**src/rtl/jk_input_conditioner.sv**
```systemverilog
// Conditions raw asynchronous J/K requests for the master-slave JK flip-flop:
// synchronise, reject short pulses, and provide clean levels, rise strobes and a settled flag.
module jk_input_conditioner #(
   parameter int unsigned SYNC_STAGES   = 2,
   parameter int unsigned STABLE_CYCLES = 4,
   parameter int unsigned CNT_W         = 3
) (
   input  logic clk,
   input  logic reset,
   input  logic j_raw,
   input  logic k_raw,
   output logic j,
   output logic k,
   output logic j_rise,
   output logic k_rise,
   output logic settled
);

   localparam logic [CNT_W-1:0] CntLast = CNT_W'(STABLE_CYCLES - 1);

   // Channel index 0 is J, index 1 is K; the two channels never interact.
   logic [1:0]                  raw;
   logic [1:0]                  smp;
   logic [1:0][SYNC_STAGES-1:0] sync_q;
   logic [1:0][CNT_W-1:0]       cnt_q, cnt_d;
   logic [1:0]                  filt_q, filt_d;
   logic [1:0]                  rise_q, rise_d;

   assign raw = {k_raw, j_raw};

   always_ff @(posedge clk or posedge reset) begin
      if (reset) begin
         sync_q <= '0;
         cnt_q  <= '0;
         filt_q <= '0;
         rise_q <= '0;
      end else begin
         for (int c = 0; c < 2; c++) begin
            sync_q[c][0] <= raw[c];
            for (int i = 1; i < SYNC_STAGES; i++) begin
               sync_q[c][i] <= sync_q[c][i-1];
            end
         end
         cnt_q  <= cnt_d;
         filt_q <= filt_d;
         rise_q <= rise_d;
      end
   end

   always_comb begin
      smp    = '0;
      cnt_d  = cnt_q;
      filt_d = filt_q;
      rise_d = '0;
      for (int c = 0; c < 2; c++) begin
         smp[c] = sync_q[c][SYNC_STAGES-1];
         // Any return of smp to the accepted level restarts the count, so bounces never add up.
         if (smp[c] == filt_q[c]) begin
            cnt_d[c] = '0;
         end else if (cnt_q[c] == CntLast) begin
            filt_d[c] = smp[c];
            cnt_d[c]  = '0;
            rise_d[c] = smp[c];
         end else begin
            cnt_d[c] = cnt_q[c] + CNT_W'(1);
         end
      end
   end

   assign j       = filt_q[0];
   assign k       = filt_q[1];
   assign j_rise  = rise_q[0];
   assign k_rise  = rise_q[1];
   assign settled = (smp == filt_q);

endmodule

```
**config.mk**
```make
export PLATFORM = sky130hd
export DESIGN_NAME = jk_input_conditioner
export DESIGN_NICKNAME = d
export VERILOG_FILES = /design/src/rtl/jk_input_conditioner.sv
export SDC_FILE = /design/constraint.sdc
export NUM_CORES = 1
export LEC_CHECK = 0
export CAP_MARGIN = 20
export CELL_PAD_IN_SITES_DETAIL_PLACEMENT = 0
export CELL_PAD_IN_SITES_GLOBAL_PLACEMENT = 1
export CORE_MARGIN = 2
export CORE_UTILIZATION = 35
export DETAILED_ROUTE_END_ITERATION = 8
export PLACE_DENSITY_LB_ADDON = 0.1
export SKIP_CTS_REPAIR_TIMING = 1
export SLEW_MARGIN = 5
export SYNTH_ARGS = -nofsm -noshare
export SYNTH_HDL_FRONTEND = slang
export SYNTH_SLANG_ARGS = --single-unit
```
**constraint.sdc**
```tcl
create_clock -name clk -period 1 [get_ports clk]
set_input_delay 0.15 -clock clk [delete_from_list [all_inputs] [get_ports clk]]
set_output_delay 0.15 -clock clk [all_outputs]
set_load 0.05 [all_outputs]
```
==> run metrics <==
area of the die=about 1800 µm²; critical path startpoint category=register; P_leak=0.421 nW; worst r2r path cells=3; Longest Clk Path Bufs=2; std cell rows=13; first-pass GRT wire length=about 1500 µm; r2r setup slk=-0.19 ns; number of global-route vias before repair=between 300 and 400; Die Wd=~42 µm; Critical Path AT=between 1 and 1.5 ns; Seq/Total Area, Yosys=0.685; IO Port Bufs=8; GR Util met3=0.0647; WL final=roughly 940 µm; Global Route met2 Usage=0.169; post-place instance area=around 750 µm²; CTS tree=built; H-tree level count=1; initial antenna violation count=0; final setup TNS=-1.13 ns; Mean Syn Cell Area=approximately 16 µm²; Synth Register Bits=14; worst slew pin tran=between 0.15 and 0.2 ns; crit path max fanout=2; post-route minimum period=approximately 1.3 ns; max frequency=about 0.77 GHz; most used routing layer=met2; Clock Latency Late Sink=between 0.2 and 0.3 ns; syn nets=38; layout cell share with drive strength beyond 1=0.690; Setup WS post-layout=-0.300 ns; Core Box Area=between 1000 and 1500 µm²; Period Utilization, post-route=1.30; met1 global-route usage=0.148; CP Capture Point=settled; CP Launch Point=smp[1]; num ports=9; Reg2Reg Capture Point=filt_q[0]; Remaining DRCs=0; CP Data Required Time=0.85 ns; gpl congestion=approximately 0.63; hold crit path type=input port to asynchronous set/reset pin; Sink Count=14; starting DRC count in detailed routing=4; CP Class=register to output pin; Slew headroom=0.886; RSZ-0062 raised after global routing=yes; Max IR drop VDD=approximately 1.3 mV; Post-Syn Area=approximately 500 µm²; vias per std cell=about 4.3; Yosys cell types=12; Initial Utilization=0.384; status=finished with violations; routed via count=317; chip height=about 42 µm; Hold Slack=0.158 ns; Final Hold Vio Count=0; grt total ovfl=0; commonest non-fill, non-tap cells in the layout=dfrtp_1 (12), buf_4 (11), buf_12 (5); DRT Pass-1 Iters=4; wire per inst=around 13 µm; GRT Overall Usage=0.122; Worst setup EP type=output pin; ANT cells=0; clock skew=about 0.0025 ns; Setup-failing EPs final=8; Area growth, synth to finish=71.1%; nets@finish=65; Max-Cap Viols=0; most common cell after layout, fill and taps aside=dfrtp_1; Synth Warn #=0; number of routed nets with antenna violations=0; largest net degree at the start of global routing=15; Post-Synthesis Cells=32; power per cell area=just under 3000 nW/µm²; CTS Root Cell=clkbuf_4; Num CTS Buffers=3; R2R Path Start=cnt_q[0]; failing checks=setup timing; Worst-path clk slew=around 0.080 ns; max-slew violations=0; fin area=~880 µm²
[power by group]
part / leakage, nW / switching, mW / internal, mW
logic: 0.224 / 0.573 / 0.786
clock network: 0.0210 / 0.168 / 0.221
registers: 0.176 / 0.0902 / 0.694
[layer usage]
metal	wire, µm	share of wire
met5	0	0
met3	26	0.028
met2	503	0.54
met4	0	0
met1	404	0.43
[layout make-up]
cell class,instances,area [µm²]
Clock buffer,4,36.3
Tap cell,15,18.8
Multi-Input combinational cell,17,218
Inverter,1,3.75
Fill cell,110,458
Sequential cell,14,353
Timing Repair Buffer,22,246
[cell usage after synthesis]
| cell | count | area, µm² |
|---|---|---|
| inv_1 | 1 | 3.75 |
| nor3_1 | 2 | 10.0 |
| xnor2_1 | 2 | 17.5 |
| nor3b_1 | 3 | 22.5 |
| and2_2 | 1 | 7.51 |
| nor2b_4 | 2 | 27.5 |
| ha_1 | 2 | 25.0 |
| nor2b_1 | 1 | 6.26 |
| and3b_2 | 1 | 10.0 |
| dfrtp_1 | 14 | 350 |
| mux2_2 | 2 | 22.5 |
| and3b_1 | 1 | 8.76 |
[cell families after synthesis]
kind of cell	share of synthesized area
flops	0.685
fa+ha+maj	0.0489
xor+xnor	0.0342
simple gates	0.181
mux	0.0440
buf+inv	0.00733
[how the worst min path moves through the flow]
stage	end	cells past startpoint
floorplan	cnt_q[0]	1
global placement	smp[0]	0
detailed placement	smp[1]	0
CTS	smp[0]	3
global route	sync_q[0]	3
finish	rise_q[0]	3
[worst max-delay path: stages (launching register included)]
cell	delay [ns]
dfrtp_1	0.41
xnor2_2	0.17
and2_4	0.17
buf_12	0.13
[flip-flops by register name, summed over array words and instances, names as in the netlist]
| name | count |
|---|---|
| cnt_q | 6 |
| filt_q | 2 |
| rise_q | 2 |
| smp | 2 |
| sync_q | 2 |
[through the flow]
step | instances | power [mW] | utilization | setup WS (ns)
CTS | 68 | 2.33 | 0.592 | -0.324
floorplan | 32 | 1.35 | - | -0.140
global placement | 64 | 1.88 | 0.565 | -0.109
global route | 73 | 2.70 | 0.657 | -0.374
finish | 73 | 2.53 | 0.657 | -0.300
detailed placement | 64 | 1.92 | 0.565 | -0.175
Power figures use the tool's default switching activity.
